==> src/rtl/cpu_mem_pkg.sv <==
// Shared types for the unified memory port arbiter.
// FSM states, owner tags and default bus widths.
package cpu_mem_pkg;

  localparam int DEF_ADDR_W = 32;
  localparam int DEF_DATA_W = 32;

  typedef enum logic [1:0] {
    ARB_IDLE     = 2'd0,
    ARB_WAIT_GNT = 2'd1,
    ARB_WAIT_RSP = 2'd2
  } arb_state_e;

  typedef enum logic {
    OWN_IF = 1'b0,
    OWN_D  = 1'b1
  } arb_owner_e;

endpackage

==> src/rtl/mem_arb_pick.sv <==
// Requester selection for the memory port arbiter.
// Data wins unless fetch has waited STARVE_MAX data issues.
module mem_arb_pick
  import cpu_mem_pkg::*;
#(
  parameter int STARVE_MAX = 4
) (
  input  logic clk_i,
  input  logic reset_i,
  input  logic idle_i,
  input  logic if_req_i,
  input  logic if_flush_i,
  input  logic d_req_i,
  output logic pick_vld_o,
  output logic pick_d_o
);

  localparam int SW =
    (STARVE_MAX < 1) ? 1 : $clog2(STARVE_MAX + 1);
  localparam logic [SW-1:0] SMAX = SW'(STARVE_MAX);

  logic [SW-1:0] starve_q;
  logic [SW-1:0] starve_d;
  logic          if_ok;
  logic          force_if;

  assign if_ok    = if_req_i & ~if_flush_i;
  assign force_if = if_ok & (starve_q == SMAX);

  assign pick_vld_o = idle_i & (d_req_i | if_ok);
  assign pick_d_o   = d_req_i & ~force_if;

  always_comb begin
    starve_d = starve_q;
    if (!if_req_i) begin
      starve_d = '0;
    end else if (pick_vld_o && !pick_d_o) begin
      starve_d = '0;
    end else if (pick_vld_o && starve_q != SMAX) begin
      starve_d = starve_q + SW'(1);
    end
  end

  always_ff @(posedge clk_i) begin
    if (reset_i) begin
      starve_q <= '0;
    end else begin
      starve_q <= starve_d;
    end
  end

endmodule

==> src/rtl/mem_port_arbiter.sv <==
// Shares one memory port between fetch and load/store.
// One outstanding transaction; stale fetch responses are dropped.
module mem_port_arbiter
  import cpu_mem_pkg::*;
#(
  parameter int ADDR_W     = DEF_ADDR_W,
  parameter int DATA_W     = DEF_DATA_W,
  parameter int STARVE_MAX = 4
) (
  input  logic                clk,
  input  logic                reset,
  input  logic                if_req,
  input  logic [ADDR_W-1:0]   if_addr,
  input  logic                if_flush,
  output logic                if_valid,
  output logic [DATA_W-1:0]   if_rdata,
  input  logic                d_req,
  input  logic                d_we,
  input  logic [DATA_W/8-1:0] d_be,
  input  logic [ADDR_W-1:0]   d_addr,
  input  logic [DATA_W-1:0]   d_wdata,
  output logic                d_valid,
  output logic [DATA_W-1:0]   d_rdata,
  output logic                mem_req,
  output logic                mem_we,
  output logic [DATA_W/8-1:0] mem_be,
  output logic [ADDR_W-1:0]   mem_addr,
  output logic [DATA_W-1:0]   mem_wdata,
  input  logic                mem_gnt,
  input  logic                mem_rvalid,
  input  logic [DATA_W-1:0]   mem_rdata,
  output logic                stall_if,
  output logic                stall_mem
);

  localparam int BE_W = DATA_W / 8;

  arb_state_e          state_q;
  arb_owner_e          owner_q;
  logic                drop_q;
  logic                mem_req_q;
  logic                mem_we_q;
  logic [BE_W-1:0]     mem_be_q;
  logic [ADDR_W-1:0]   mem_addr_q;
  logic [DATA_W-1:0]   mem_wdata_q;

  logic idle;
  logic pick_vld;
  logic pick_d;
  logic rsp;
  logic if_flush_own;

  assign idle = (state_q == ARB_IDLE);

  mem_arb_pick #(
    .STARVE_MAX(STARVE_MAX)
  ) u_pick (
    .clk_i      (clk),
    .reset_i    (reset),
    .idle_i     (idle),
    .if_req_i   (if_req),
    .if_flush_i (if_flush),
    .d_req_i    (d_req),
    .pick_vld_o (pick_vld),
    .pick_d_o   (pick_d)
  );

  assign rsp          = (state_q == ARB_WAIT_RSP) & mem_rvalid;
  assign if_flush_own = if_flush & (owner_q == OWN_IF);

  // A flush coinciding with the response also kills it.
  assign if_valid = rsp & (owner_q == OWN_IF)
                  & ~drop_q & ~if_flush;
  assign d_valid  = rsp & (owner_q == OWN_D);
  assign if_rdata = mem_rdata;
  assign d_rdata  = mem_rdata;

  assign stall_if  = if_req & ~if_valid & ~if_flush;
  assign stall_mem = d_req & ~d_valid;

  assign mem_req   = mem_req_q;
  assign mem_we    = mem_we_q;
  assign mem_be    = mem_be_q;
  assign mem_addr  = mem_addr_q;
  assign mem_wdata = mem_wdata_q;

  always_ff @(posedge clk) begin
    if (reset) begin
      state_q     <= ARB_IDLE;
      owner_q     <= OWN_IF;
      drop_q      <= 1'b0;
      mem_req_q   <= 1'b0;
      mem_we_q    <= 1'b0;
      mem_be_q    <= '0;
      mem_addr_q  <= '0;
      mem_wdata_q <= '0;
    end else begin
      case (state_q)
        ARB_IDLE: begin
          if (pick_vld) begin
            state_q   <= ARB_WAIT_GNT;
            mem_req_q <= 1'b1;
            if (pick_d) begin
              owner_q     <= OWN_D;
              mem_we_q    <= d_we;
              mem_be_q    <= d_be;
              mem_addr_q  <= d_addr;
              mem_wdata_q <= d_wdata;
            end else begin
              owner_q     <= OWN_IF;
              mem_we_q    <= 1'b0;
              mem_be_q    <= '1;
              mem_addr_q  <= if_addr;
              mem_wdata_q <= '0;
            end
          end
        end
        ARB_WAIT_GNT: begin
          if (if_flush_own) begin
            drop_q <= 1'b1;
          end
          if (mem_gnt) begin
            state_q   <= ARB_WAIT_RSP;
            mem_req_q <= 1'b0;
          end
        end
        ARB_WAIT_RSP: begin
          if (mem_rvalid) begin
            state_q <= ARB_IDLE;
            drop_q  <= 1'b0;
          end else if (if_flush_own) begin
            drop_q <= 1'b1;
          end
        end
        default: begin
          state_q   <= ARB_IDLE;
          mem_req_q <= 1'b0;
          drop_q    <= 1'b0;
        end
      endcase
    end
  end

endmodule
==> config.mk <==
export PLATFORM = sky130hd
export DESIGN_NAME = mem_port_arbiter
export DESIGN_NICKNAME = d
export VERILOG_FILES = /design/src/rtl/cpu_mem_pkg.sv /design/src/rtl/mem_arb_pick.sv /design/src/rtl/mem_port_arbiter.sv
export SDC_FILE = /design/constraint.sdc
export NUM_CORES = 1
export LEC_CHECK = 0
export CAP_MARGIN = 20
export CORE_AREA = 2 2 108 110
export DETAILED_ROUTE_END_ITERATION = 7
export DIE_AREA = 0 0 110 112
export PLACE_DENSITY = 0.77
export SYNTH_ARGS = -nofsm -noshare
export SYNTH_HDL_FRONTEND = slang
export SYNTH_SLANG_ARGS = --single-unit
==> constraint.sdc <==
create_clock -name clk -period 2 [get_ports clk]
set_input_delay 0.3 -clock clk [delete_from_list [all_inputs] [get_ports clk]]
set_output_delay 0.3 -clock clk [all_outputs]
set_load 0.005 [all_outputs]
* After elaboration in Yosys (flattened, before gate mapping)
Index checks and enable logic that the tools add are counted.
** Word-level totals
- Word-level logic and storage cells :: 62
- Output and inout port bits :: 138
- Register bits :: 77
** Cells by class
- Multiplexer cells :: 15
- Eq/ne operators :: 7
- Bitwise operators :: 22
- Add/subtract/negate cells :: 1
- Reductions and logical operators :: 8
** Operators with widths (count)
- two-way mux 32 bit :: 2
- AND 1 bit :: 13
- inverter 1 bit :: 8
- two-way mux 1 bit :: 6
- two-way mux 2 bit :: 3
- inequality test 2 bit, second input constant :: 3
- one-hot mux 1 bit (3 select lines) :: 2
- one-hot mux 2 bit (3 select lines) :: 1
- AND reduction 3 bit :: 2
- two-way mux 4 bit :: 1
- adder 3 x 1 -> 3 bit, second input constant :: 1
- == test 3 bit, second input constant :: 1
- inequality test 3 bit, second input constant :: 1
- OR reduction 3 bit :: 1
- == test 2 x 1 -> 1 bit, second input constant :: 1
- == test 2 bit, second input constant :: 1
- logical AND 1 bit :: 2
- logical NOT 2 bit :: 1
- AND reduction 2 bit :: 1
- logical NOT 1 bit :: 1
- OR 1 bit :: 1

* Depth between registers and ports, before layout
Gate-level depths: netlist (run 1).
- Word-level depth :: 8
- Mapped depth :: 8
- Mapped depth without buffers :: 6

* Cells and area by module
Synthesis (run 1) repeated with hierarchy kept, for this count alone.
** Unflattened totals
- Cells, all modules :: 435
- Area, all modules :: 3897.5 µm²
** Modules (own cells, without submodules)
- mem_port_arbiter :: instances 1, area an instance 3668.5 µm², cells each 410, seq. area each 1481.4 µm²
- mem_arb_pick :: instances 1, area an instance 229.0 µm², cells each 25, seq. area each 60.1 µm²

* Least setup slack after synthesis (run 1)
Ideal clock, no wire load.
- Path type :: register -> register
- From :: register u_pick.starve_q[0]
- To :: register mem_addr_q[10] (netlist: mem_addr[10])
- Arrival :: 1.539 ns
- Cell stages (with the launch flop) :: 9
- Data required time :: 1.872 ns
- Path slack :: 0.334 ns
- Clock period less this slack :: 1.666 ns
- Cells stage by stage :: dfxtp_1 inv_1 ha_1 a21bo_1 and3_1 buf_2 buf_6 a222oi_1 nor2_1
** On the way
- Word-level cells in the longest chain between the ends :: 5
** Ends and longest elaborated chain
- from (decl) :: line mem_arb_pick.sv:22 : logic [SW-1:0] starve_q;
- from (signal assigned) :: line mem_arb_pick.sv:48 : starve_q <= starve_d;
- == test 3 bit :: line mem_arb_pick.sv:28 : assign force_if = if_ok & (starve_q == SMAX);
- AND 1 bit :: line mem_arb_pick.sv:28
- inverter 1 bit :: line mem_arb_pick.sv:31 : assign pick_d_o = d_req_i & ~force_if;
- AND 1 bit :: line mem_arb_pick.sv:31
- two-way mux 32 bit :: line mem_port_arbiter.sv:103 : if (pick_d) begin
- to (signal assigned) :: line mem_port_arbiter.sv:107 : mem_addr_q <= d_addr;
- to (signal assigned) :: line mem_port_arbiter.sv:113 : mem_addr_q <= if_addr;
- to (decl) :: line mem_port_arbiter.sv:44 : logic [ADDR_W-1:0] mem_addr_q;
No other way between the ends.
A chain may end at the register's enable or synchronous reset.

* Worst setup path in the final report (run 1)
- From :: register state_q[0]
- To :: output port d_valid
** On the way
- Word-level cells in the longest chain between the ends :: 3
** Ends and longest elaborated chain
- from (decl) :: line mem_port_arbiter.sv:38 : arb_state_e state_q;
- from (signal assigned) :: line mem_port_arbiter.sv:89 : state_q <= ARB_IDLE;
- from (signal assigned) :: line mem_port_arbiter.sv:101 : state_q <= ARB_WAIT_GNT;
- from (signal assigned) :: line mem_port_arbiter.sv:123 : state_q <= ARB_WAIT_RSP;
- == test 2 bit :: line mem_port_arbiter.sv:68 : assign rsp = (state_q == ARB_WAIT_RSP) & mem_rvalid;
- AND 1 bit :: line mem_port_arbiter.sv:68
- AND 1 bit :: line mem_port_arbiter.sv:74 : assign d_valid = rsp & (owner_q == OWN_D);
- to (decl) :: line mem_port_arbiter.sv:22 : output logic d_valid,
No other way between the ends.

==> run_results.csv, run 1 <==
group,metric,value,unit
clock_network,postCtsHoldBufs,0,
setup_path,crit_type,"flop to output pin",
clock_network,cts_root_buffer,"clkbuf_16",
synth,synth_common_cells,"77 x dfxtp_1, 76 x nor2_1, 64 x buf_4, 33 x a22oi_1, 32 x a222oi_1",
sta,period_share,96.7,%
outcome,status,"completed",
detailed_routing,drt_first_iter_violations,251,
setup_path,crit_end,"d_valid",
clock_network,clock_sinks,77,
pwr,power.density,936,nW/um2
setup_path,cp_max_fo,4,
place,port_buffers,181,
synth,synth.most_common_cell,"dfxtp_1",
synth,yosysUniqueCellTypes,29,
setup_path,rr_endpoint,"mem_wdata[21]$_SDFFE_PP0P_",
clock_network,insertion_delay,340,ps
pwr,p_leak,2.02,nW
synth,seq_area_frac_synth,45.5,%
place,place_congestion,0.822,
sta,setup_viol,0,
synth,syn_nets,511,
synth,ys_seq_elements,77,
global_route,track_usage,17.2,%
setup_path,worst_ep_required_time,1700,ps
synth,synth_edf_count,0,
pwr,vdd_drop_max,0.000806,V
place,place_ws,-74.0,ps
clock_network,clkTransAtPathRegs,60,ps
sta,holdWs,427,ps
floorplan,rows,39,
setup_path,crit_family,"buffers and inverters",
place,dpl.hpwl,8.24,mm
sta,skew,7.51,ps
pwr,p_total,0.00498,W
global_route,grt_pass1_vias,3233,
sta,slew_headroom,62.2,%
setup_path,critPathLaunchType,"flop",
sta,timing.fmax,517,MHz
floorplan,ioPinCount,278,
min_path,hp-start,"reset",
setup_path,cp.depth,4,
global_route,grt_pass1_wl,16.2,mm
pwr,power_frac_clock,38.1,%
clock_network,post_cts_buffers,0,
synth,synth.area.top_cells,"dfxtp_1 45%, buf_4 14%, a222oi_1 9.4%, nor2_1 8.4%, a22oi_1 7.3%",
synth,yosysWarnings,0,
setup_path,crit_path_end_kind,"output pin",
sta,setup_ws,66.5,ps
setup_path,path_cells,"inv_1 -> ha_4 -> and3_1 -> clkdlybuf4s50_1",
synth,synth_top_area_share,45.5,%
place,postPlaceCellArea,4950,um2
clock_network,cts.htree.levels,3,
job,maxCapViolCount,0,
pwr,p_sw,0.00129,W
finish,fin_area,5320,um2
finish,multi_input_area,1230,um2
detailed_routing,route.detailed.wl_per_inst,17.5,um
setup_path,cp_slowest_cell,"clkdlybuf4s50_1",
finish,drive_gt1_share,7.79,%
setup_path,critPathArrivalTime,1630,ps
setup_path,r2r-start,"u_pick.starve_q[0]$_SDFFE_PP0P_",
setup_path,crit_start,"state_q[0]$_SDFFE_PP0P_",
global_route,grt-ovfl-total,0,
clock_network,numCtsBuffers,9,
clock_network,cts_max_path_buffers,2,
finish,antenna-diode-count,0,
synth,syn-instance-count,365,
synth,synth-async-reset-ratio,0,%
pwr,intPower,0.00368,W
pwr,p_comb_share,25.5,%
floorplan,die_width,110,um
setup_path,crit_buf_inv,2,
sta,tightest_slew,567,ps
min_path,min_path_type,"input port to flop",
sta,period_needed,1930,ps
synth,yosysTopAreaCell,"dfxtp_1",
detailed_routing,drtAntennaViolNets,0,
floorplan,floorplan.initialDensity,30.3,%
setup_path,reg2reg_depth,7,
finish,nNetsFinal,629,
detailed_routing,first_pass_iters,6,
finish,syn_to_final_growth,56.8,%
sta,finalHoldViolCount,0,
pwr,swShare,26.0,%
synth,syn_area,3390,um2
sta,maxSlewViolCount,0,
floorplan,core-area,11200,um2
detailed_routing,drt_drc_violations_left,0,
detailed_routing,vias,3238,
floorplan,dieArea,12300,um2
global_route,grt_start_max_net_pins,47,
sta,rsz0062_at_grt,"true",
global_route,antenna_found_initial,0,
synth,ys.flop_type,"dfxtp_1",
pwr,seq_power_share,36.4,%
finish,fillCellCount,1055,
synth,avgSynthCellArea,9.29,um2
setup_path,slowest_delay,510,ps
setup_path,regToRegSetupSlack,150,ps
clock_network,cts_tree,"built",
detailed_routing,via_per_inst,5.13,
detailed_routing,wirelength,11.0,mm
finish,regArea,1540,um2
floorplan,die_height,112,um
## worst min path at each step
stage,to,slack [ps],depth (start not counted)
3_5_place_dp,mem_be[3]$_SDFFE_PP0P_,490,2
5_1_grt,mem_addr[2]$_SDFFE_PP0P_,450,2
4_1_cts,mem_be[1]$_SDFFE_PP0P_,430,2
3_3_place_gp,u_pick.starve_q[0]$_SDFFE_PP0P_,480,2
2_1_floorplan,mem_wdata[0]$_SDFFE_PP0P_,460,2
6_report,mem_be[1]$_SDFFE_PP0P_,430,2
## cells by family after synthesis
| logic type | synth area share, % |
|---|---|
| adder cells (fa/ha/maj) | 2.21 |
| buffers and inverters | 19.2 |
| AND/OR/NAND/NOR | 12.1 |
| flip-flops | 45.5 |
| multiplexers | 0.295 |
| AO/OA/AOI/OAI | 20.6 |
## metrics by stage
stage	utilization [%]	setup TNS, ps	cells
5_1_grt	47.6	-20.3	631
2_1_floorplan	-	0	365
3_3_place_gp	44.3	0	615
6_report	47.6	0	631
4_1_cts	47.4	0	631
3_5_place_dp	44.3	-1060	615
## layout make-up
class / count / area share, %
Timing Repair Buffer: 198 / 37.6
Sequential cell: 77 / 29.0
Multi-Input combinational cell: 191 / 23.1
Clock buffer: 10 / 4.31
Tap cell: 143 / 3.37
Clock inverter: 6 / 2.19
Inverter: 6 / 0.424
## timing repair
| action | 4_1_cts | 5_1_grt |
|---|---|---|
| pin swaps | 1 | 1 |
| endpoints found under the setup margin | 3 | 8 |
| gates resized for setup | 6 | 3 |
## power groups by stage
stage                     clock (W)  combinational (W)  sequential [W]
after floorplan                   0           0.000639         0.00184
after global placement            0            0.00124         0.00183
final                       0.00189            0.00127         0.00181
after detailed placement          0            0.00127         0.00183
after CTS                   0.00195            0.00127         0.00181
after global routing        0.00201            0.00137         0.00183
## registers in the layout, summed over array words and instances, names as in the netlist
name / cells
mem_we: 1
u_pick.starve_q: 3
state_q: 2
mem_be: 4
mem_req: 1
mem_addr: 32
mem_wdata: 32
drop_q: 1
owner_q: 1
## layout by cell type (no fill, tap or decap), types with 2 or more instances in the layout
cell type | synthesis | layout
buf_12 | 0 | 5
nand2_1 | 4 | 4
nor3_1 | 2 | 2
nor2b_1 | 4 | 4
a222oi_1 | 32 | 32
buf_4 | 64 | 10
bufinv_16 | 0 | 3
clkbuf_16 | 0 | 9
ha_1 | 6 | 5
buf_6 | 5 | 2
o21ai_0 | 4 | 4
o22ai_1 | 4 | 4
nor2_1 | 76 | 76
and3_1 | 2 | 2
dfxtp_1 | 77 | 76
nand3_1 | 3 | 3
clkdlybuf4s50_1 | 0 | 177
a21oi_1 | 8 | 8
dlygate4sd2_1 | 0 | 3
a22oi_1 | 33 | 33
inv_1 | 6 | 6
a211oi_1 | 3 | 3
inv_6 | 0 | 3
## per-layer routing
layer | vias to the layer above | wire length (um) | track usage [%]
met2 | 202 | 5560 | 30.1
met1 | 1532 | 4130 | 17.8
met3 | 14 | 1160 | 7.96
li1 | 1490 | - | -
met4 | 0 | 173 | 6.08
met5 | - | 0 | 0
Note: power is estimated with default switching activity, not from simulation.
==> run 2, diff against run 1 <==
--- a/config.mk
+++ b/config.mk
@@ -9,6 +9,7 @@
 export CORE_AREA = 2 2 108 110
 export DETAILED_ROUTE_END_ITERATION = 7
 export DIE_AREA = 0 0 110 112
+export HOLD_SLACK_MARGIN = 0.1
 export PLACE_DENSITY = 0.77
 export SYNTH_ARGS = -nofsm -noshare
 export SYNTH_HDL_FRONTEND = slang
==> results of run 2 <==
The final DEF is identical to that of run 1; final timing and power are the same.
